$ cat config.mk
export PLATFORM = sky130hd
export DESIGN_NAME = bit_serializer
export DESIGN_NICKNAME = d
export VERILOG_FILES = /design/src/rtl/bit_serializer_pkg.sv /design/src/rtl/ser_hold_buf.sv /design/src/rtl/bit_serializer.sv
export SDC_FILE = /design/constraint.sdc
export NUM_CORES = 1
export LEC_CHECK = 0
export ABC_AREA = 1
export CAP_MARGIN = 10
export CORE_ASPECT_RATIO = 1.4
export CORE_MARGIN = 3
export CORE_UTILIZATION = 35
export CTS_CLUSTER_SIZE = 28
export DETAILED_ROUTE_END_ITERATION = 8
export GPL_TIMING_DRIVEN = 1
export HOLD_SLACK_MARGIN = 0.06
export PLACE_DENSITY = 0.6
export SYNTH_ARGS = -nofsm -noshare
export SYNTH_HDL_FRONTEND = slang
export SYNTH_SLANG_ARGS = --single-unit
$ cat constraint.sdc
create_clock -name clk -period 1.55 [get_ports clk]
set_clock_uncertainty 0.05 [all_clocks]
set_input_delay 0.3875 -clock clk [delete_from_list [all_inputs] [get_ports clk]]
set_output_delay 0.3875 -clock clk [all_outputs]
set_load 0.1 [all_outputs]
$ cat src/rtl/bit_serializer_pkg.sv
`default_nettype none
// +----------------------------------------------------------------------------+
// | bit_serializer_pkg                                                         |
// | Shared state encodings, gap-counter width and helpers for bit_serializer.  |
// | Revision: 1.0                                                              |
// +----------------------------------------------------------------------------+
package bit_serializer_pkg;

  localparam int GAP_W = 4;

  // 2'b11 is unused and recovers to S_IDLE.
  typedef enum logic [1:0] {
    S_IDLE  = 2'b00,
    S_SHIFT = 2'b01,
    S_GAP   = 2'b10
  } ser_state_t;

  // Gap counter counts down to zero, so a gap of N idle cycles starts at N-1.
  function automatic logic [GAP_W-1:0] gap_init(input int gap);
    if (gap > 0) begin
      return GAP_W'(gap - 1);
    end
    return '0;
  endfunction

endpackage
`default_nettype wire

$ cat src/rtl/ser_hold_buf.sv
`default_nettype none
// +----------------------------------------------------------------------------+
// | ser_hold_buf                                                               |
// | One-entry holding register with full flag and load/unload strobes.         |
// | Revision: 1.0                                                              |
// +----------------------------------------------------------------------------+
module ser_hold_buf #(
  parameter int WIDTH = 8
) (
  input  logic             clk,
  input  logic             reset,
  input  logic             load,
  input  logic             unload,
  input  logic [WIDTH-1:0] din,
  output logic [WIDTH-1:0] dout,
  output logic             full
);

  logic             r_full;
  logic [WIDTH-1:0] r_data;

  // A load can only be requested while empty, so it never collides with an unload.
  always_ff @(posedge clk or negedge reset) begin
    if (!reset) begin
      r_full <= 1'b0;
      r_data <= '0;
    end else begin
      if (load) begin
        r_full <= 1'b1;
        r_data <= din;
      end else if (unload) begin
        r_full <= 1'b0;
      end
    end
  end

  assign dout = r_data;
  assign full = r_full;

endmodule
`default_nettype wire

$ cat src/rtl/bit_serializer.sv
`default_nettype none
// +----------------------------------------------------------------------------+
// | bit_serializer                                                             |
// | Parallel-to-serial front end: valid/ready words out MSB-first on x.        |
// | Revision: 1.0                                                              |
// +----------------------------------------------------------------------------+
module bit_serializer
  import bit_serializer_pkg::*;
#(
  parameter int   WIDTH      = 8,
  parameter int   GAP        = 0,
  parameter logic IDLE_LEVEL = 1'b0
) (
  input  logic             clk,
  input  logic             reset,
  input  logic [WIDTH-1:0] din,
  input  logic             din_valid,
  output logic             din_ready,
  output logic             x,
  output logic             x_valid,
  output logic             word_done,
  output logic             busy
);

  localparam int                 c_cnt_w    = (WIDTH > 1) ? $clog2(WIDTH) : 1;
  localparam logic [c_cnt_w-1:0] c_last_bit = c_cnt_w'(WIDTH - 1);
  localparam logic [GAP_W-1:0]   c_gap_init = gap_init(GAP);

  ser_state_t         r_state;
  ser_state_t         w_state_nx;
  logic [WIDTH-1:0]   r_shreg;
  logic [WIDTH-1:0]   w_shreg_nx;
  logic [c_cnt_w-1:0] r_bit_cnt;
  logic [c_cnt_w-1:0] w_bit_cnt_nx;
  logic [GAP_W-1:0]   r_gap_cnt;
  logic [GAP_W-1:0]   w_gap_cnt_nx;

  logic               w_xfer;
  logic               w_word_end;
  logic               w_hold_load;
  logic               w_hold_unload;
  logic               w_hold_full;
  logic [WIDTH-1:0]   w_hold_data;

  assign w_xfer = din_valid && !w_hold_full;

  ser_hold_buf #(
    .WIDTH (WIDTH)
  ) u_hold (
    .clk    (clk),
    .reset  (reset),
    .load   (w_hold_load),
    .unload (w_hold_unload),
    .din    (din),
    .dout   (w_hold_data),
    .full   (w_hold_full)
  );

  always_ff @(posedge clk or negedge reset) begin
    if (!reset) begin
      r_state   <= S_IDLE;
      r_shreg   <= '0;
      r_bit_cnt <= '0;
      r_gap_cnt <= '0;
    end else begin
      r_state   <= w_state_nx;
      r_shreg   <= w_shreg_nx;
      r_bit_cnt <= w_bit_cnt_nx;
      r_gap_cnt <= w_gap_cnt_nx;
    end
  end

  always_comb begin
    w_state_nx    = r_state;
    w_shreg_nx    = r_shreg;
    w_bit_cnt_nx  = r_bit_cnt;
    w_gap_cnt_nx  = r_gap_cnt;
    w_hold_load   = 1'b0;
    w_hold_unload = 1'b0;
    w_word_end    = 1'b0;

    case (r_state)
      S_IDLE: begin
        if (w_xfer) begin
          w_state_nx   = S_SHIFT;
          w_shreg_nx   = din;
          w_bit_cnt_nx = c_last_bit;
        end
      end

      S_SHIFT: begin
        w_shreg_nx   = {r_shreg[WIDTH-2:0], 1'b0};
        w_bit_cnt_nx = r_bit_cnt - c_cnt_w'(1);
        if (r_bit_cnt == '0) begin
          if (GAP > 0) begin
            // A word offered on the last bit still has to wait out the gap.
            w_state_nx   = S_GAP;
            w_gap_cnt_nx = c_gap_init;
            w_hold_load  = w_xfer;
          end else begin
            w_word_end = 1'b1;
          end
        end else begin
          w_hold_load = w_xfer;
        end
      end

      S_GAP: begin
        if (r_gap_cnt == '0) begin
          w_word_end = 1'b1;
        end else begin
          w_gap_cnt_nx = r_gap_cnt - GAP_W'(1);
          w_hold_load  = w_xfer;
        end
      end

      default: begin
        w_state_nx = S_IDLE;
      end
    endcase

    // Word boundary: the held word has priority, then a word arriving on this edge.
    if (w_word_end) begin
      if (w_hold_full) begin
        w_state_nx    = S_SHIFT;
        w_shreg_nx    = w_hold_data;
        w_bit_cnt_nx  = c_last_bit;
        w_hold_unload = 1'b1;
      end else if (w_xfer) begin
        w_state_nx   = S_SHIFT;
        w_shreg_nx   = din;
        w_bit_cnt_nx = c_last_bit;
      end else begin
        w_state_nx = S_IDLE;
      end
    end
  end

  assign din_ready = !w_hold_full;
  assign x_valid   = (r_state == S_SHIFT);
  assign x         = x_valid ? r_shreg[WIDTH-1] : IDLE_LEVEL;
  assign word_done = x_valid && (r_bit_cnt == '0);
  assign busy      = (r_state != S_IDLE) || w_hold_full;

endmodule
`default_nettype wire

# Yosys cells after proc, flatten, opt, wreduce, memory -nomap -nowiden
# Index checks and enable logic that the tools add are counted.
[totals]
mem_bits_ro = 0
ram_bits = 0
register_bits = 26
latch_bits = 0
output_inout_bits = 5
n_memories = 0
word_cells = 51
inputBits = 11
[classes]
n_eq_ne = 4
bitwise_logic = 1
n_div = 0
n_shift = 0
n_lt_le_gt_ge = 0
n_mul = 0
mux = 26
n_addsub = 2
reduce_logical = 12
[op_table]
columns = ["operator", "count"]
rows = [
  ["two-way mux 8 bit", 4],
  ["one-hot mux 8 bit (2 select lines)", 1],
  ["two-way mux 3 bit", 4],
  ["two-way mux 1 bit", 11],
  ["one-hot mux 3 bit (2 select lines)", 1],
  ["logical NOT 4 bit", 1],
  ["two-way mux 2 bit", 2],
  ["one-hot mux 1 bit (2 select lines)", 2],
  ["one-hot mux 2 bit (2 select lines)", 1],
  ["AND reduction 2 bit", 2],
  ["nonzero test 2 bit", 2],
  ["subtractor 4 x 1 -> 4 bit, second input constant", 1],
  ["logical NOT 3 bit", 1],
  ["inequality test 3 bit, second input constant", 1],
  ["subtractor 3 x 1 -> 3 bit, second input constant", 1],
  ["== test 2 x 1 -> 1 bit, second input constant", 1],
  ["== test 2 bit, second input constant", 1],
  ["logical AND 1 bit", 2],
  ["logical NOT 2 bit", 1],
  ["inequality test 2 x 1 -> 1 bit, second input constant", 1],
  ["OR reduction 2 bit", 1],
  ["logical NOT 1 bit", 1],
  ["logical OR 1 bit", 1],
  ["inverter 1 bit", 1],
]

# Depth between registers and ports, before layout
[logic_depth]
ltp_word = 7
ltp_mapped = 8

# Modules after synthesis
# From an unflattened synthesis, not the netlist that was laid out.
[hier_totals]
hier_cells = 165
area_unflattened_um2 = 1173.6
[modules_own_cells]
columns = ["module", "seq_area_each_um2", "instances", "cells_per_inst", "area_each_um2"]
rows = [
  ["bit_serializer", 300.3, 1, 127, 832.0],
  ["ser_hold_buf", 225.2, 1, 38, 341.6],
]

# Worst setup path before layout
# Ideal clock, no wire load.
[synth_timing]
path_kind = "register to output"
from = "reg r_state[0]"
to = "out busy"
setup_slack_ps = -1033
path_stages_with_launch = 5
arrival_time_ps = 2145
path_cell_list = "dfrtp_1 > buf_2 > inv_1 > buf_4 > nand2_1"
[synth_between]
elab_chain_len = 2
[synth_lines]
columns = ["element", "line_no", "source"]
rows = [
  ["start: declaration", "bit_serializer.sv:29", "ser_state_t r_state;"],
  ["start signal: assignment", "bit_serializer.sv:66", "r_state <= w_state_nx;"],
  ["nonzero test 2 bit", "bit_serializer.sv:143", "assign busy = (r_state != S_IDLE) || w_hold_full;"],
  ["logical OR 1 bit", "bit_serializer.sv:143", ""],
  ["end: declaration", "bit_serializer.sv:22", "output logic busy"],
]
# No other way between the ends.

# Final worst setup path
[layout_timing]
from = "reg r_bit_cnt[0]"
to = "out word_done"
[layout_between]
elab_chain_len = 2
[layout_lines]
columns = ["element", "line_no", "source"]
rows = [
  ["start: declaration", "bit_serializer.sv:33", "logic [c_cnt_w-1:0] r_bit_cnt;"],
  ["start signal: assignment", "bit_serializer.sv:68", "r_bit_cnt <= w_bit_cnt_nx;"],
  ["logical NOT 3 bit", "bit_serializer.sv:142", "assign word_done = x_valid && (r_bit_cnt == '0);"],
  ["logical AND 1 bit", "bit_serializer.sv:142", ""],
  ["end: declaration", "bit_serializer.sv:21", "output logic word_done,"],
]
# No other way between the ends.

==> reports/metrics.csv <==
stage,metric,value,unit
setup_path,crit_path_end_kind,output port,
power,p_leak,0.821,nW
cts,cts.path.max_buffers,2,
route,drtIter0Drc,26,
route,dr.pass1.iters,4,
synth,yosys.area_share.simple,0.333,
synth,synth_area_leaders,"dfrtp_1 (44%), nand2_1 (20%), nand3_1 (8.0%)",
global_routing,grt.overflow.total,0,
cts,ctsRootBufferMaster,clkbuf_8,
timing,timing.fmax,596,MHz
synth,synth_top_area_share,0.441,
final_layout,diodes,0,
synth,yosys_warnings,0,
synth,synth_largest_area_cell,dfrtp_1,
cts,path_clk_slew,0.07,ns
setup_path,cp-start-kind,register,
route,route.detailed.drc,0,
synth,synth_top_family_by_area,simple AND/OR/NAND/NOR gates,
final_layout,layout-drive-gt1-share,0.263,
route,wire_per_inst,11.1,µm
power,vdd_drop_max,0.000888,V
setup_path,path_max_fanout,2,
setup_path,cp.required,1.11,ns
timing,max-slew-margin-rel,0.818,
timing,slew_violations,0,
cts,numCtsBuffers,3,
setup_path,regToRegStartpoint,r_bit_cnt[0],
timing,finalSetupViolations,2,
synth,synth_fa_ha_area_frac,0.0210,
placed_design,dp_slack,-0.141,ns
route,finalWirelength,2500,µm
final_layout,areaGrowthSynthToFinish,35.8,%
power,p_per_area,1950,mW/mm²
timing,rsz0062_at_grt,yes,
synth,syn_inst,156,
timing,setup_slack,-0.127,ns
status,outcome,finished with violations,
global_routing,antenna_found_initial,0,
global_routing,grt_max_degree,22,
synth,synth_xor_area_frac,0,
floorplanning,die_h,75.1,µm
timing,final-hold-violation-count,0,
placed_design,hpwl,1930,µm
run,cap_violations,0,
setup_path,max_stage_delay,0.39,ns
synth,yosysSeqAreaShare,0.441,
placed_design,place.gp.congestion,0.763,
cts,cts_sinks,21,
cts,clock_latency,0.26,ns
cts,cts_tree,done,
setup_path,cp-startpoint,r_bit_cnt[0],
final_layout,finalNetCount,200,
floorplanning,core_area,0.00318,mm²
global_routing,grt_use_total,0.135,
setup_path,critical_path.cell_chain,inv_2 -> ha_4 -> nand3_4 -> clkinvlp_4 -> buf_12,
synth,ys_ff_latch,21,
route,via_per_inst,4.64,
floorplanning,row_count,24,
floorplanning,die_w,55.3,µm
hold_path,hold_class,in2async,
setup_path,crit_arrival,1.24,ns
status,violations,negative setup slack,
setup_path,slowest_stage,dfrtp_1,
synth,synthesis.area,0.00119,mm²
route,dr_total_vias,1045,
synth,synth_compound_area_frac,0.0986,
floorplanning,fp.dieArea,0.00415,mm²
cts,htree_levels,1,
power,power.total,3.16,mW
timing,tightestPinTransition,0.272,ns
global_routing,grt_pass1_vias,999,
synth,synth_mux_area_frac,0,
floorplanning,ios,16,
route,ant_nets,0,
synth,synth_area_per_cell,7.64,µm²
global_routing,grt_pass1_wl,4470,µm
timing,period_needed,1.68,ns
timing,period_share,1.08,
setup_path,worst-setup-path-type,reg2out,
placed_design,port_buffers,15,
floorplanning,start_util,0.375,
synth,syn-num-nets,169,
synth,yosysUniqueCellTypes,18,
-- worst paths after layout --
check,depth (start not counted),endpoint,slack [ns]
worst max-delay path,5,word_done,-0.13
min in group clk,2,u_hold.dout[5],0.44
worst min-delay path,2,r_state[0],0.43
worst min register to register,2,u_hold.dout[5],0.44
worst max register to register,7,u_hold.dout[6],0.15
max in group asynchronous,2,r_state[0],0.79
-- layer usage --
metal,global-route usage,part of all wire,up-vias
met3,0.0257,0.030,5
met4,0.0568,0.015,0
met5,0,0,-
met2,0.242,0.52,16
met1,0.160,0.44,479
li1,-,-,545
-- cell families (layout without fill, tap and decap cells) --
logic type,after synthesis,count (layout)
buffers and inverters,23,53
and+or+nand+nor,93,93
adders and majority gates,2,2
DFF,21,21
AOI/OAI and AO/OA,17,17
-- placed cells by master, fill, tap and decap left out, types with 3 or more instances in the layout --
cell type,n
nand2_1,60
dfrtp_1,19
nand3_1,18
buf_4,16
inv_1,10
clkdlybuf4s50_1,10
nor2_1,9
o21ai_2,8
o21ai_0,7
buf_12,5
nand2_4,3
clkbuf_8,3
-- sequential cells by signal (all words and copies together) (netlist names) --
signal,flops
r_bit_cnt,3
u_hold.full,1
u_hold.dout,8
r_shreg,8
r_state,1
-- metrics by stage --
stage | hold WS [ns] | instance area (µm²) | util | instances | TNS (ns)
6_report | 0.426 | 1620 | 0.509 | 225 | -0.155
4_1_cts | 0.433 | 1590 | 0.500 | 222 | -0.200
2_1_floorplan | 0.0419 | 1240 | - | 156 | -1.91
3_5_place_dp | 0.418 | 1510 | 0.474 | 216 | -1.85
3_3_place_gp | 0.416 | 1510 | 0.474 | 216 | -1.59
5_1_grt | 0.456 | 1620 | 0.509 | 225 | -0.324
-- worst max-delay path, delay by kind of cell, from the launching register on --
kind	cells	cell delay, ns
fa+ha+maj	1	0.15
buf+inv	3	0.36
flops	1	0.39
simple gates	1	0.09
-- cells in the mapped netlist, drive strengths merged --
cell type and count:
nor2 10, clkbuf 1, ha 2, nand3 20
inv 17, o21ai 16, o211ai 1, buf 5
dfrtp 21, nand2 63
-- repair_timing --
item                                    CTS  global route
pin swaps                                 2             1
gates resized for setup                   8             1
setup buffers                             2             3
hold buffers                              0             0
gates cloned                              0             0
endpoints found under the setup margin    3             3
-- power breakdown --
part | switching, mW | internal (mW)
combinational | 1.10 | 0.747
sequential | 0.163 | 0.791
clock | 0.172 | 0.183
-- area by class of cell --
| class | instances | area (µm²) |
|---|---|---|
| Inverter | 17 | 83.8 |
| Clock buffer | 4 | 45.0 |
| Multi-Input combinational cell | 112 | 579 |
| Tap cell | 39 | 48.8 |
| Timing Repair Buffer | 32 | 332 |
| Fill cell | 327 | 1560 |
| Sequential cell | 21 | 531 |
(Power assumes the default switching activity.)
